==> src/rtl/freq_meter_pkg.sv <==
// Shared types and defaults for the frequency-meter measurement sequencer.
package freq_meter_pkg;

    typedef enum logic [1:0] {
        IDLE   = 2'd0,
        CLEAR  = 2'd1,
        GATE   = 2'd2,
        SETTLE = 2'd3
    } state_e;

    localparam int DEF_WIDTH       = 32;
    localparam int DEF_GATE_CYCLES = 50_000_000;

    function automatic int max3(input int a, input int b, input int c);
        int m;
        m = (a > b) ? a : b;
        return (m > c) ? m : c;
    endfunction

endpackage

==> src/rtl/freq_gate_ctrl_gate_timer.sv <==
// Loadable down-counter; done is high while the count sits at zero.
module gate_timer #(
    parameter int TW = 4
) (
    input  logic          clk,
    input  logic          rst_n,
    input  logic          load,
    input  logic [TW-1:0] load_val,
    output logic          done
);

    logic [TW-1:0] cnt_q;
    logic [TW-1:0] cnt_d;

    always_comb begin
        cnt_d = cnt_q;
        if (load) begin
            cnt_d = load_val;
        end else if (cnt_q != '0) begin
            cnt_d = cnt_q - 1'b1;
        end
    end

    always_ff @(posedge clk or negedge rst_n) begin
        if (!rst_n) begin
            cnt_q <= '0;
        end else begin
            cnt_q <= cnt_d;
        end
    end

    assign done = (cnt_q == '0);

endmodule

==> src/rtl/freq_gate_ctrl.sv <==
// Measurement sequencer: clears and gates the event counter, then captures
// the settled count and offers it on a VALID/ACK handshake.
module freq_gate_ctrl
    import freq_meter_pkg::*;
#(
    parameter int WIDTH         = DEF_WIDTH,
    parameter int GATE_CYCLES   = DEF_GATE_CYCLES,
    parameter int CLR_CYCLES    = 2,
    parameter int SETTLE_CYCLES = 4
) (
    input  logic             CLK,
    input  logic             nCLR,
    input  logic             START,
    input  logic             CONT,
    input  logic [WIDTH-1:0] DIN,
    input  logic             ACK,
    output logic             CNT_nCLR,
    output logic             CNT_EN,
    output logic [WIDTH-1:0] DOUT,
    output logic             VALID,
    output logic             OVERRUN,
    output logic             BUSY
);

    localparam int MAXC = max3(GATE_CYCLES, CLR_CYCLES, SETTLE_CYCLES);
    localparam int TW   = (MAXC > 1) ? $clog2(MAXC) : 1;

    localparam logic [TW-1:0] CLR_LD    = TW'(CLR_CYCLES - 1);
    localparam logic [TW-1:0] GATE_LD   = TW'(GATE_CYCLES - 1);
    localparam logic [TW-1:0] SETTLE_LD = TW'(SETTLE_CYCLES - 1);

    state_e             state_q, state_d;
    logic               cnt_nclr_q, cnt_nclr_d;
    logic               cnt_en_q, cnt_en_d;
    logic               busy_q, busy_d;
    logic               cap_q, cap_d;
    logic [WIDTH-1:0]   dout_q, dout_d;
    logic               valid_q, valid_d;
    logic               overrun_q, overrun_d;

    logic               tmr_load;
    logic [TW-1:0]      tmr_load_val;
    logic               tmr_done;

    gate_timer #(
        .TW(TW)
    ) u_timer (
        .clk      (CLK),
        .rst_n    (nCLR),
        .load     (tmr_load),
        .load_val (tmr_load_val),
        .done     (tmr_done)
    );

    // Next state and timer reload on every state entry.
    always_comb begin
        state_d      = state_q;
        tmr_load     = 1'b0;
        tmr_load_val = '0;
        case (state_q)
            IDLE: begin
                if (START || CONT) begin
                    state_d      = CLEAR;
                    tmr_load     = 1'b1;
                    tmr_load_val = CLR_LD;
                end
            end
            CLEAR: begin
                if (tmr_done) begin
                    state_d      = GATE;
                    tmr_load     = 1'b1;
                    tmr_load_val = GATE_LD;
                end
            end
            GATE: begin
                if (tmr_done) begin
                    state_d      = SETTLE;
                    tmr_load     = 1'b1;
                    tmr_load_val = SETTLE_LD;
                end
            end
            SETTLE: begin
                if (tmr_done) begin
                    if (CONT) begin
                        state_d      = CLEAR;
                        tmr_load     = 1'b1;
                        tmr_load_val = CLR_LD;
                    end else begin
                        state_d = IDLE;
                    end
                end
            end
            default: state_d = IDLE;
        endcase
    end

    // Outputs trail the state by one edge, so every output window is an
    // exact copy of the corresponding state window and the gate never jitters.
    always_comb begin
        cnt_nclr_d = (state_q != CLEAR);
        cnt_en_d   = (state_q == GATE);
        busy_d     = (state_q != IDLE);
        cap_d      = (state_q == SETTLE) && tmr_done;

        dout_d    = dout_q;
        valid_d   = valid_q;
        overrun_d = overrun_q;
        if (ACK && valid_q) begin
            valid_d   = 1'b0;
            overrun_d = 1'b0;
        end
        // A capture beats a coincident ACK; only an unacknowledged result counts as lost.
        if (cap_q) begin
            dout_d  = DIN;
            valid_d = 1'b1;
            if (valid_q && !ACK) begin
                overrun_d = 1'b1;
            end
        end
    end

    always_ff @(posedge CLK or negedge nCLR) begin
        if (!nCLR) begin
            state_q    <= IDLE;
            cnt_nclr_q <= 1'b0;
            cnt_en_q   <= 1'b0;
            busy_q     <= 1'b0;
            cap_q      <= 1'b0;
            dout_q     <= '0;
            valid_q    <= 1'b0;
            overrun_q  <= 1'b0;
        end else begin
            state_q    <= state_d;
            cnt_nclr_q <= cnt_nclr_d;
            cnt_en_q   <= cnt_en_d;
            busy_q     <= busy_d;
            cap_q      <= cap_d;
            dout_q     <= dout_d;
            valid_q    <= valid_d;
            overrun_q  <= overrun_d;
        end
    end

    assign CNT_nCLR = cnt_nclr_q;
    assign CNT_EN   = cnt_en_q;
    assign BUSY     = busy_q;
    assign DOUT     = dout_q;
    assign VALID    = valid_q;
    assign OVERRUN  = overrun_q;

endmodule

==> config.mk <==
export PLATFORM = sky130hd
export DESIGN_NAME = freq_gate_ctrl
export DESIGN_NICKNAME = d
export VERILOG_FILES = /design/src/rtl/freq_meter_pkg.sv /design/src/rtl/freq_gate_ctrl_gate_timer.sv /design/src/rtl/freq_gate_ctrl.sv
export SDC_FILE = /design/constraint.sdc
export NUM_CORES = 1
export LEC_CHECK = 0
export ABC_AREA = 1
export BUFFER_PORTS_ARGS = -buffer_cell sky130_fd_sc_hd__buf_4
export CAP_MARGIN = 10
export CORE_MARGIN = 2
export CORE_UTILIZATION = 35
export DETAILED_ROUTE_END_ITERATION = 7
export PLACE_DENSITY_LB_ADDON = 0.1
export SETUP_SLACK_MARGIN = 0.05
export SYNTH_ARGS = -nofsm -noshare
export SYNTH_HDL_FRONTEND = slang
export SYNTH_HIERARCHICAL = 1
export SYNTH_SLANG_ARGS = --single-unit
==> constraint.sdc <==
create_clock -name CLK -period 3.1 [get_ports CLK]
set_input_delay 0.62 -clock CLK [delete_from_list [all_inputs] [get_ports CLK]]
set_output_delay 0.62 -clock CLK [all_outputs]
set_load 0.01 [all_outputs]
==> impl_metrics.toml <==
[die]
die_width_microns = 106
design.core.area_sq_mm = 0.0102
initial_utilization_pct = 35.8
top_level_ports = 74
fp.dieArea_sq_mm = 0.0113
die_y_microns = 106
placement_rows = 37

[setup_path]
critical_path_class = "flop to flop"
cpMaxStageDelayCell = "dfrtp_1"
crit_chain = "inv_1 > ha_1 > nand2_4 > nor2_8 > nand3_1 > nor2_1 > nand3_1 > inv_1 > inv_2 > nor2_2 > nand3_1 > nand3_1 > inv_1 > or2_2 > nand2_1 > nor2_2"
cp_slowest_stage_delay_ps = 390
cp.required_ps = 3320
timing.critical_path.mode_cell = "nand3_1"
worstSetupStartpointType = "flop"
worst-path-max-fanout = 12
worst_ep_arrival_time_ps = 2970
timing.critical_path.to_type = "flop"

[logic_synthesis]
synth-seq-area-share_pct = 45.0
synthTopCellsByArea = "dfrtp_1, nand2_1, nor2_1"
synth-edff-count = 0
postSynth.asyncResetShare_pct = 100
post-synth-top-area-fraction_pct = 45.0
syn_area_sq_mm = 0.00367
post-synth-top-area-cell = "dfrtp_1"
syn-mean-instance-area_sq_um = 7.84
synth_cell_type_count = 35
synth-main-ff-cell = "dfrtp_1"
yosys_register_bits = 66
ys_warn_count = 6
syn_inst = 468

[power_and_ir_drop]
intPower_mw = 2.07
power.share.switching_pct = 40.2
clock_power_share_pct = 24.8
power.ir.vdd_worst_uv = 345
switching_power_mw = 1.39
power.density_mw_per_mm2 = 760
total_leakage_power_nw = 2.24
total_power_mw = 3.46
power.share.combinational_pct = 40.6
seq_power_share_pct = 34.6

[global_routing]
grt.total_usage_pct = 15.8
grt_start_max_net_pins = 67
grt_antenna_before_repair = 0
grt_pass1_vias = 2971
grt.overflow.total = 0
grt_pass1_wl_microns = 14100

[cts]
clock_path_buffers = 2
clock_pin_transition_on_the_worst_setup_and_hold_timing_paths_ps = 70
clock_latency_ps = 340
cts-htree-levels = 3
cts.hold.buffers_added = 0
cts_inserted_buffers = 9
post_cts_resize_count = 0
cts_root_buffer = "clkbuf_8"
post-cts-setup-buffers = 0
clock_sink_count = 66
cts_tree = "built"

[detailed_routing]
firstDrtPassIters = 4
antenna_violating_nets_post_route = 0
vias_per_cell = 4.53
drc = 0
wl_per_cell_microns = 12.4
num_vias = 3128
post_detailed_routing_wire_length_microns = 8600
drc_marker_count_from_the_first_detailed_route_iteration = 233

[status]
outcome = "completed"

[layout]
num-nets-final = 595
area_added_between_synthesis_and_finish_pct = 24.3
final_layout_size_suffix_gt1_share_pct = 24.9
stdcell_area_sq_mm = 0.00456
finish.utilization_pct = 44.6
antenna_cells_inserted = 0

[timing]
finalHoldViolCount = 0
achievable-frequency_mhz = 364
finClkSkew_ps = 8.10
timing_worst_slew_pin_value_ps = 834
slew_violations = 0
final_min_period_over_clock_period_pct = 88.7
rsz_0062_raised_after_global_routing = "no"
finalSetupViolations = 0
tns_ps = 0
timing.max_slew.rel_slack_pct = 44.4
finalCriticalPeriod_ps = 2750

[placed_design]
detailed_place_hpwl_microns = 6020
place_area_sq_mm = 0.00432
place.gp.congestion = 0.791
port-buffer-count = 73

[min_path]
worst_hold_path_type = "primary input to asynchronous set/reset pin"

[job]
max_cap_viol_count = 0
==> kinds of logic after synthesis <==
family,Yosys count,share of synthesized area [%]
buf+inv,53,7.78
xor+xnor,8,1.91
other cells,1,0.102
flops,66,45.0
fa+ha+maj,8,2.73
simple gates,297,36.5
compound gates,35,5.94
==> metal layers <==
| metal | track usage (%) | part of all wire, % |
|---|---|---|
| met5 | 0 | 0 |
| met4 | 6.48 | 1.2 |
| met3 | 3.56 | 5.6 |
| met2 | 25.0 | 45 |
| met1 | 20.9 | 49 |
==> layout by cell type (no fill, tap or decap), types with 9 or more instances in the layout <==
cell type  netlist  routed
a21oi_1         12      12
buf_4            1      76
clkbuf_8         0      12
dfrtp_1         66      66
inv_1           37      37
nand2_1        182     182
nand2_2         13      13
nand3_1         28      28
nand4_1          9       9
nor2_1          43      43
==> worst paths after layout <==
check,slack (ps),cells after the start,endpoint,start
max,350,16,u_timer/cnt_q[19],u_timer/cnt_q[0]
min,380,1,DOUT[26],nCLR
max reg2reg,350,16,u_timer/cnt_q[19],u_timer/cnt_q[0]
min reg2reg,470,2,DOUT[26],DOUT[26]
max in group asynchronous,2180,1,DOUT[4],nCLR
min in group CLK,470,3,DOUT[14],DIN[14]
==> sequential cells by signal, indices dropped and copies added (netlist names), named ones only <==
| register | flops |
|---|---|
| DOUT | 32 |
| u_timer/cnt_q | 26 |
| state_q | 2 |
| BUSY | 1 |
| CNT_EN | 1 |
| CNT_nCLR | 1 |
| VALID | 1 |
| cap_q | 1 |
==> through the flow <==
stage / std cells / setup WS [ps] / hold slack (ps)
3_5_place_dp: 675 / 282 / 459
6_report: 691 / 351 / 375
5_1_grt: 691 / 64.1 / 451
2_1_floorplan: 475 / 559 / 324
4_1_cts: 691 / 252 / 413
3_3_place_gp: 675 / 382 / 456
==> area by class of cell <==
class,instances,area (sq um)
fill,1018,5670
multi-input combinational,356,1760
sequential,66,1650
timing repair buffer,77,582
tap,136,170
clock buffer,12,165
inverter,40,160
clock inverter,4,72.6
==> Yosys cell counts (5+ instances only) <==
| cell | instances |
|---|---|
| a21oi_1 | 12 |
| a21oi_2 | 7 |
| buf_6 | 5 |
| dfrtp_1 | 66 |
| ha_1 | 8 |
| inv_1 | 37 |
| nand2_1 | 182 |
| nand2_2 | 13 |
| nand3_1 | 28 |
| nand4_1 | 9 |
| nor2_1 | 43 |
| nor2_2 | 7 |
| nor2_4 | 5 |
| o21ai_0 | 7 |
| xnor2_1 | 6 |
==> power by group through the flow <==
stage | Combinational [mW] | Sequential, mW | Clock, mW
finish | 1.41 | 1.20 | 0.860
global route | 1.59 | 1.22 | 0.931
CTS | 1.41 | 1.20 | 0.891
detailed placement | 1.40 | 1.21 | 0
global placement | 1.41 | 1.21 | 0
floorplan | 1.05 | 1.19 | 0
==> critical path, delay by kind of cell, from the launching register on <==
kind                     cells  cell delay [ps]
flip-flops                   1              390
buffers and inverters        4              490
adder cells (fa/ha/maj)      1              340
AND/OR/NAND/NOR             11             1400
No activity file was read; power rests on OpenSTA's default activity.
